$ cat config.mk
export PLATFORM = sky130hd
export DESIGN_NAME = collision_scanner
export DESIGN_NICKNAME = d
export VERILOG_FILES = /design/src/rtl/collision_scanner.sv
export SDC_FILE = /design/constraint.sdc
export NUM_CORES = 1
export LEC_CHECK = 0
export CELL_PAD_IN_SITES_DETAIL_PLACEMENT = 2
export CELL_PAD_IN_SITES_GLOBAL_PLACEMENT = 2
export CORE_ASPECT_RATIO = 1.1
export CORE_UTILIZATION = 30
export DETAILED_ROUTE_END_ITERATION = 8
export PLACE_DENSITY_LB_ADDON = 0.1
export SYNTH_ARGS = -nofsm -noshare
export SYNTH_HDL_FRONTEND = slang
export SYNTH_SLANG_ARGS = --single-unit
$ cat constraint.sdc
create_clock -name clk -period 5.99 [get_ports clk]
set_input_delay 1.4975 -clock clk [delete_from_list [all_inputs] [get_ports clk]]
set_output_delay 1.4975 -clock clk [all_outputs]
set_load 0.03 [all_outputs]
$ cat src/rtl/collision_scanner.sv
// collision_scanner: snapshots entity positions each frame and scans dragon segments one per clock,
// producing collision levels and cooldown-gated single-cycle event pulses.
module collision_scanner #(
    parameter int NSEG     = 7,
    parameter int POSW     = 8,
    parameter int COOLDOWN = 30
) (
    input  logic                 clk,
    input  logic                 rst_n,
    input  logic                 frame_start,
    input  logic [POSW-1:0]      player_pos,
    input  logic [POSW-1:0]      sword_pos,
    input  logic                 sword_active,
    input  logic [POSW-1:0]      sheep_pos,
    input  logic [NSEG*POSW-1:0] seg_pos,
    input  logic [NSEG-1:0]      seg_active,
    output logic                 busy,
    output logic                 done,
    output logic                 player_hit,
    output logic                 sword_hit,
    output logic                 sheep_hit,
    output logic                 player_hurt_evt,
    output logic                 dragon_hit_evt,
    output logic                 dragon_heal_evt,
    output logic [((NSEG > 1) ? $clog2(NSEG) : 1)-1:0] hit_seg_idx
);
    localparam int IW = (NSEG > 1) ? $clog2(NSEG) : 1;
    localparam int CW = ($clog2(COOLDOWN + 1) > 0) ? $clog2(COOLDOWN + 1) : 1;

    typedef enum logic [1:0] {IDLE, SCAN, REPORT} state_t;

    state_t               state;
    logic [POSW-1:0]      player_q, sword_q, sheep_q;
    logic [NSEG*POSW-1:0] seg_q;
    logic [NSEG-1:0]      act_q;
    logic                 sword_act_q;
    logic [IW-1:0]        idx, acc_idx;
    logic                 acc_p, acc_s, acc_h;
    logic [2:0]           lvl_prev, lvl_new, evt;
    logic [CW-1:0]        cd [3];
    logic [POSW-1:0]      seg;
    logic                 hit_p, hit_s;

    // bit order for lvl/evt/cd: 0 = player/hurt, 1 = sword/hit, 2 = sheep/heal
    always_comb begin
        seg     = seg_q[idx*POSW +: POSW];
        hit_p   = act_q[idx] && seg == player_q;
        hit_s   = act_q[idx] && sword_act_q && seg == sword_q;
        lvl_new = {acc_h, acc_s, acc_p};
        for (int i = 0; i < 3; i++)
            evt[i] = lvl_new[i] & ~lvl_prev[i] & (cd[i] == '0);
    end

    always_ff @(posedge clk) begin
        if (!rst_n) begin
            state           <= IDLE;
            busy            <= 1'b0;
            done            <= 1'b0;
            player_hit      <= 1'b0;
            sword_hit       <= 1'b0;
            sheep_hit       <= 1'b0;
            player_hurt_evt <= 1'b0;
            dragon_hit_evt  <= 1'b0;
            dragon_heal_evt <= 1'b0;
            hit_seg_idx     <= '0;
            idx             <= '0;
            acc_idx         <= '0;
            acc_p           <= 1'b0;
            acc_s           <= 1'b0;
            acc_h           <= 1'b0;
            lvl_prev        <= '0;
            cd              <= '{default: '0};
        end else begin
            done            <= 1'b0;
            player_hurt_evt <= 1'b0;
            dragon_hit_evt  <= 1'b0;
            dragon_heal_evt <= 1'b0;
            case (state)
                IDLE: if (frame_start) begin
                    player_q    <= player_pos;
                    sword_q     <= sword_pos;
                    sheep_q     <= sheep_pos;
                    seg_q       <= seg_pos;
                    act_q       <= seg_active;
                    sword_act_q <= sword_active;
                    idx         <= '0;
                    acc_p       <= 1'b0;
                    acc_s       <= 1'b0;
                    acc_h       <= 1'b0;
                    busy        <= 1'b1;
                    state       <= SCAN;
                end
                SCAN: begin
                    acc_p <= acc_p | hit_p;
                    acc_s <= acc_s | hit_s;
                    if (hit_s && !acc_s)
                        acc_idx <= idx;
                    if (idx == '0)
                        acc_h <= act_q[0] && seg == sheep_q;
                    idx <= idx + 1'b1;
                    if (idx == IW'(NSEG - 1))
                        state <= REPORT;
                end
                REPORT: begin
                    {sheep_hit, sword_hit, player_hit}                 <= lvl_new;
                    {dragon_heal_evt, dragon_hit_evt, player_hurt_evt} <= evt;
                    if (acc_s)
                        hit_seg_idx <= acc_idx;
                    lvl_prev <= lvl_new;
                    for (int i = 0; i < 3; i++)
                        cd[i] <= evt[i] ? CW'(COOLDOWN) : (cd[i] != '0 ? cd[i] - 1'b1 : cd[i]);
                    done  <= 1'b1;
                    busy  <= 1'b0;
                    state <= IDLE;
                end
                default: state <= IDLE;
            endcase
        end
    end
endmodule

==> impl_summary.md, run 1 <==
Global route
Entering global routing, the biggest net connects 36 pins. The via count of the first global-routing pass came to 3860. After global routing the overflow that remains totals 0. The all-layer global routing usage is 15.6%. The first global-routing pass estimated 20.7 mm of wire. The initial antenna violation count is 1.

Placed design
The congestion estimate from routability-driven global placement came to 0.709. During placement, the flow inserted port buffers numbering 101. The post-placement setup slack is 1.93 ns.

The half-perimeter wire length of the detailed placement result is 9.41 mm. After detailed placement, the total cell area comes to 6480 um2.

Layout
The net count reported at finish is 601. The number of antenna diodes in the final layout is 0. Counting the fill cells in the layout gives 1713. Summing all non-filler instances in the final layout gives an area of 7090 um2. The ratio of cells with drive above 1 in the final layout is 10.7%. The synthesis-to-layout area growth is 35.2%.

Logic synthesis
Of all flip-flops after synthesis, the portion carrying an async set or reset was 0%. The number of nets in the synthesized netlist is 492. The average cell area after synthesis is 13.4 um2. sky130_fd_sc_hd__edfxtp_1 is the most common cell in the netlist. The number of enable-type register cells in the synthesized netlist is 88. The synthesized design contains 125 register bits. The top cell type by area accounts for 50.4% of the synthesized area. By area the synthesized netlist is led by sky130_fd_sc_hd__edfxtp_1 50%, sky130_fd_sc_hd__dfxtp_1 14%, sky130_fd_sc_hd__xor2_1 4.5%, sky130_fd_sc_hd__mux2i_1 4.4%, sky130_fd_sc_hd__ha_1 2.1%. The mapped cell area is 5240 um2. Yosys printed 0 warnings.

The fraction of the yosys area taken by sequential cells is 64.6%. Synthesis produced 392 cells. The biggest area contributor in the post-synthesis netlist is sky130_fd_sc_hd__edfxtp_1. The unique cell type count in the Yosys netlist is 50. The most common flop cell mapped by yosys is sky130_fd_sc_hd__edfxtp_1. By count the netlist is led by 88 x sky130_fd_sc_hd__edfxtp_1, 37 x sky130_fd_sc_hd__dfxtp_1, 27 x sky130_fd_sc_hd__xor2_1, 23 x sky130_fd_sc_hd__mux2i_1.

Clock tree
The post-cts resize count is 0. The clock drives 125 sinks. Clock latency on the worst-skew pair, taken at its later pin, is 0.43 ns. TritonCTS built the clock tree. In this run the clock root is driven by a sky130_fd_sc_hd__clkbuf_16.

The maximum clock path buffer count is 2. After clock tree synthesis, the flow added hold-fix buffers numbering 0. After clock tree synthesis, the setup repair step added 0 buffers. Counting the buffers created by CTS gives 17.

The CTS clock-pin slew for the worst setup and hold paths is 0.06 ns. The H-tree depth is 4.

Floorplanning
The floorplan core area is 17100 um2. The top-level I/O count is 102. The cell row count is 50.

The die is 141 um tall. The initial standard-cell utilization of the core is 30.7%. The floorplan step defined a die boundary enclosing 18000 um2.

The floorplan step set the die width to 128 um.

STA
Static timing analysis puts the maximum clock frequency at 284 MHz. The number of pins exceeding their max-slew limit in the final report is 0. Setup violations remaining at the end of the flow were counted as 0. For the pin with the worst max-slew slack, the measured transition is 1.05 ns.

The worst path in the final design needs a cycle of 3.53 ns, including I/O delays and setup. The tightest hold path in the finished design has a slack of 0.468 ns. The final clock period utilization by the worst path is 58.9%. After layout, the worst setup slack is 2.46 ns. The setup clock skew after layout is 0.0109 ns. The tightest slew margin relative to the limit is 30.0%.

Setup repair after global routing left no endpoint under its margin. The hold violation total from the final report came to 0. The accumulated negative setup slack is 0 ns.

Route
The number of iterations in the first detailed-routing pass is 4. The total detailed-routing wirelength is 12.9 mm. The total via count in the routed design is 3453.

The count of nets left with antenna violations once routing finished came out at 0. After detailed routing, the number of remaining DRC violations is 0. The number of vias per cell is 4.62. For this block, the initial DRC count from the detailed router was 131. The final routed wire length divided by cell count is 17.3 um.

Worst setup path
The capturing element type of the critical path is a flop. The number of cell instances on the worst register-to-register path is 7. For the worst setup path, the data required time is 6.08 ns.

STA classifies the critical path startpoint as a primary input. The setup path with the least slack is of type primary input to flop. The data arrival time of the critical path is 3.61 ns. Along the worst path, the maximum fanout reaches 35.

Power and ir drop
The leakage power total is 2.42 nW. The worst-case vdd ir drop is 0.202 mV. The total power draw is 0.00220 W. The power density over the cells is 310 nW/um2.

Min path
The classification of the worst-slack hold path is flop to flop. The depth of the worst hold-timing path is 2.

Outcome
The flow ran to the end, and the final reports show no timing, DRC or antenna violations.

Job
Max-cap violations in this run came to 0.
[metal layers]
metal | global-route usage [%] | part of all wire, % | vias to the layer above
met4 | 7.43 | 2.0 | 2
li1 | - | - | 1661
met2 | 27.3 | 52 | 71
met1 | 18.0 | 43 | 1696
met3 | 3.26 | 3.0 | 23
met5 | 0 | 0.093 | -
[final cells by class]
cell class / count / area (um2) / share of cell area (%)
tap: 234 / 293 / 4.13
clock inverter: 15 / 184 / 2.59
multi-input combinational: 235 / 1700 / 24.0
clock buffer: 17 / 425 / 6.00
timing repair buffer: 105 / 1040 / 14.7
sequential: 125 / 3380 / 47.7
inverter: 17 / 63.8 / 0.900
[per-stage QoR]
stage               utilization (%)  instances
global route                   41.5        748
detailed placement             37.9        716
global placement               37.9        716
finish                         41.5        748
CTS                            41.5        748
floorplan                         -        392
[worst paths after layout]
path	startpoint	slack [ns]	to
worst max-delay path	rst_n	2.46	seg_q[45]
worst max register to register	idx[2]	3.15	acc_p
worst min-delay path	hit_seg_idx[0]	0.47	hit_seg_idx[0]
worst min register to register	hit_seg_idx[0]	0.47	hit_seg_idx[0]
[registers in the layout (all words and copies together) (netlist names), 2 cells and up]
signal / flops
hit_seg_idx: 3
act_q: 7
sword_q: 8
state: 2
cd: 15
idx: 3
sheep_q: 8
seg_q: 56
player_q: 8
acc_idx: 3
lvl_prev: 2
[kinds of logic after synthesis]
kind of cell / after synthesis / synth area share [%]
AO/OA/AOI/OAI: 63 / 8.19
XOR/XNOR: 30 / 5.16
AND/OR/NAND/NOR: 108 / 11.9
flip-flops: 125 / 64.5
multiplexers: 25 / 4.82
buffers and inverters: 32 / 3.20
adder cells (fa/ha/maj): 9 / 2.15
[report_power, final]
part           switching [W]  total, W  internal [W]
Sequential         0.0000113  0.000966      0.000955
Clock               0.000405   0.00106      0.000660
Combinational      0.0000768  0.000165     0.0000886
Total               0.000493   0.00220       0.00170
[critical path, cell delays in order]
cell	delay, ns
sky130_fd_sc_hd__clkdlybuf4s50_1	0.63
sky130_fd_sc_hd__nand2b_1	0.16
sky130_fd_sc_hd__nor2_4	0.81
sky130_fd_sc_hd__buf_4	0.48
[cell usage in the layout, fill, tap and decap left out, types with 15 or more instances in the layout]
master,instances
sky130_fd_sc_hd__edfxtp_1,88
sky130_fd_sc_hd__dfxtp_1,37
sky130_fd_sc_hd__xor2_1,27
sky130_fd_sc_hd__a21oi_1,19
sky130_fd_sc_hd__clkbuf_16,17
sky130_fd_sc_hd__clkdlybuf4s50_1,101
sky130_fd_sc_hd__mux2i_1,23
sky130_fd_sc_hd__inv_1,17
sky130_fd_sc_hd__nand2_1,18
sky130_fd_sc_hd__nor2_1,18
sky130_fd_sc_hd__o21ai_0,15
(Power assumes the default switching activity.)
==> run 2: changes to the inputs <==
- clock period: 5.99 -> 3.4 ns (I/O delays scaled with it)
==> run 2 against run 1 <==
- total power is 67% higher
- cell count increased by 0.40%
- sequential share of layout area stayed put
- largest power group is now registers
- global-route usage decreased by 0.69 points
- die area unchanged
- utilization did not move
- critical endpoint is now acc_p
==> impl_summary.md, run 2 (synthesized netlist as in run 1, its figures left out) <==
Outcome
The run finished with clean final reports.

Clock tree
The total setup buffers inserted after CTS is 0 (unchanged). The worst-skew pair later-pin latency is 0.41 ns (-0.02 ns). The number of clock buffers inserted by TritonCTS was 17 (unchanged). In this run the clock root is driven by a sky130_fd_sc_hd__clkbuf_16. The H-tree depth is 4 (unchanged).

TritonCTS built the clock tree. The post-cts resize count is 0 (unchanged). The number of buffers inserted by hold repair at cts is 0 (unchanged). The CTS clock-pin slew for the worst setup and hold paths is 0.06 ns (about the same). The maximum clock path buffer count is 2 (unchanged). The number of sinks handled by clock tree synthesis came to 125 (unchanged).

Layout
The number of flip-flops in the largest register came to 56 (unchanged). The net count reported at finish came to 604 (+0.50%). The register with the most flip-flops is seg_q. The ratio of cells with drive above 1 in the final layout is 11.2% (+0.52 points). The library cells used most frequently in the layout, excluding fill and tap cells, are 101 x sky130_fd_sc_hd__clkdlybuf4s50_1, 88 x sky130_fd_sc_hd__edfxtp_1, 37 x sky130_fd_sc_hd__dfxtp_1. The total inserted antenna cells is 0 (unchanged). The library cell used most frequently in the layout, excluding fill and tap cells, is sky130_fd_sc_hd__clkdlybuf4s50_1. The largest registers in the layout are seg_q (56), cd (15). The synthesis-to-layout area growth is 35.2% (unchanged).

Placed design
The half-perimeter wire length of the detailed placement result was 9.29 mm (-1.2%). The weighted congestion at the end of routability-driven global placement came to 0.725 (+2.2%). The number of buffer cells added on primary ports was 101 (unchanged).

Global route
The via count of the first global-routing pass is 3779 (-2.1%). The largest net degree at the start of global routing is 45 (+25%). The global-route wire length before repair is 20.0 mm (-3.4%). The all-layer global routing usage was 14.9% (-0.69 points). The leftover overflow at the end of global routing came to 0 (unchanged).

The initial antenna violation count is 0 (-1).

Worst setup path
The slowest stage of the critical path belongs to the cell sky130_fd_sc_hd__dfxtp_1. On the critical path the largest part of the delay comes from simple AND/OR/NAND/NOR gates. The worst path buffer plus inverter count came to 1 (-1). STA classifies the critical path startpoint as a flop. The minimum setup slack among reg-to-reg paths is 0.84 ns (-2.31 ns).

The startpoint-to-endpoint class of the critical path is flop to flop. The capturing element type of the critical path is a flop. The data arrival time of the critical path is 2.91 ns (-0.70 ns). The critical path's largest stage delay is 0.58 ns (-0.23 ns). The required time reported for the critical path endpoint was 3.74 ns (-2.34 ns). The signal on the critical path passes through buf_4 -> mux2i_1 -> a22oi_1 -> nand2_2 -> xor2_1 -> nand4_1 -> or4_1 -> a21oi_1.

The worst-path maximum fanout is 20 (-43%).

STA
The final clock period utilization by the worst path is 75.4%. Setup repair after global routing left no endpoint under its margin. The number of setup violations in the final report is 0 (unchanged). The number of pins exceeding their max-slew limit in the final report is 0 (unchanged). The accumulated negative setup slack is 0 ns (unchanged). Derived from the worst setup path, the maximum achievable clock frequency is 390 MHz.

The hold violation total from the final report came to 0 (unchanged). The transition time at the pin with the least slew margin is 0.599 ns (-0.448 ns). The setup clock skew after layout came to 0.00581 ns (-0.00513 ns). After layout, the minimum clock period comes to 2.56 ns. The worst hold slack across all endpoints is 0.453 ns (-0.0147 ns). The tightest slew margin relative to the limit is 60.0% (+30 points).

Power and ir drop
The power density over the cells was 519 nW/um2 (+67%). The worst-case vdd ir drop is 0.338 mV (+68%). The leakage power total is 2.42 nW (-0.24%). The total power draw is 0.00368 W (+67%).

Route
The final antenna-violating net count is 0 (unchanged). The number of iterations in the first detailed-routing pass is 4 (unchanged). The total detailed-routing wirelength is 12.5 mm (-3.3%). The total via count in the routed design is 3416 (-1.1%). The final routed wire length divided by cell count was 16.7 um (-3.6%).

The number of remaining DRC errors came to 0 (unchanged). The first-iteration detailed-routing DRC count came to 103 (-21%). The number of vias per cell is 4.55 (-1.5%).

Floorplanning
The initial standard-cell utilization of the core is 30.7% (unchanged). The floorplan core area is 17100 um2 (unchanged). The area enclosed by the die boundary is 18000 um2 (unchanged).

The y dimension of the die came to 141 um (unchanged). The x dimension of the die is 128 um (unchanged). The top-level I/O count is 102 (unchanged). The cell row count is 50 (unchanged).

Job
The max-cap check violation count came to 0 (unchanged).

Min path
The tightest min-delay check is of the flop to flop type.
run 2: changes by cell type in the layout (fill, tap and decap cells not counted), sizes merged:
| cell | delta |
|---|---|
| bufinv | -2 |
| buf | +3 |
| clkinvlp | +2 |
| clkinv | +4 |
| inv | -4 |
run 2: worst reg2reg max path: cells and delay by family, from the launching register on:
kind | cells | cell delay, ns
buf+inv | 1 | 0.38
mux | 1 | 0.13
flops | 1 | 0.58
compound gates | 2 | 0.51
simple gates | 3 | 0.74
xor+xnor | 1 | 0.16
run 2: power by group:
part | switching [W] | internal (W) | total (W)
Combinational | 0.000134 | 0.000162 | 0.000296
Sequential | 0.0000213 | 0.00168 | 0.00170
Clock | 0.000679 | 0.000999 | 0.00168
run 2: per-layer routing:
metal	GRT usage, %	up-vias	share of wire, %
li1	-	1664	-
met2	26.2	74	52
met4	5.82	0	1.6
met1	17.4	1666	43
met3	3.57	12	3.3
met5	0	-	0
run 2: area by class of cell:
class                      instances  area [um2]
inverter                          17        63.8
timing repair buffer             108        1100
fill                            1710        9990
clock buffer                      17         425
tap                              234         293
clock inverter                    15         124
sequential                       125        3380
multi-input combinational        235        1700
run 2: path summary, 6_finish.rpt:
path | startpoint | to | cells past startpoint
setup reg to reg | idx[0] | acc_p | 8
hold / removal | hit_seg_idx[0] | hit_seg_idx[0] | 2
setup / recovery | idx[0] | acc_p | 8
hold reg to reg | hit_seg_idx[0] | hit_seg_idx[0] | 2
run 2: metrics by stage:
stage	cell area, um2	std cells	utilization [%]	worst slack, ns
after floorplan	5250	392	-	0.718
after global placement	6540	719	38.3	0.827
after detailed placement	6540	719	38.3	0.751
after CTS	7090	751	41.5	0.825
after global routing	7090	751	41.5	0.617
final	7090	751	41.5	0.835
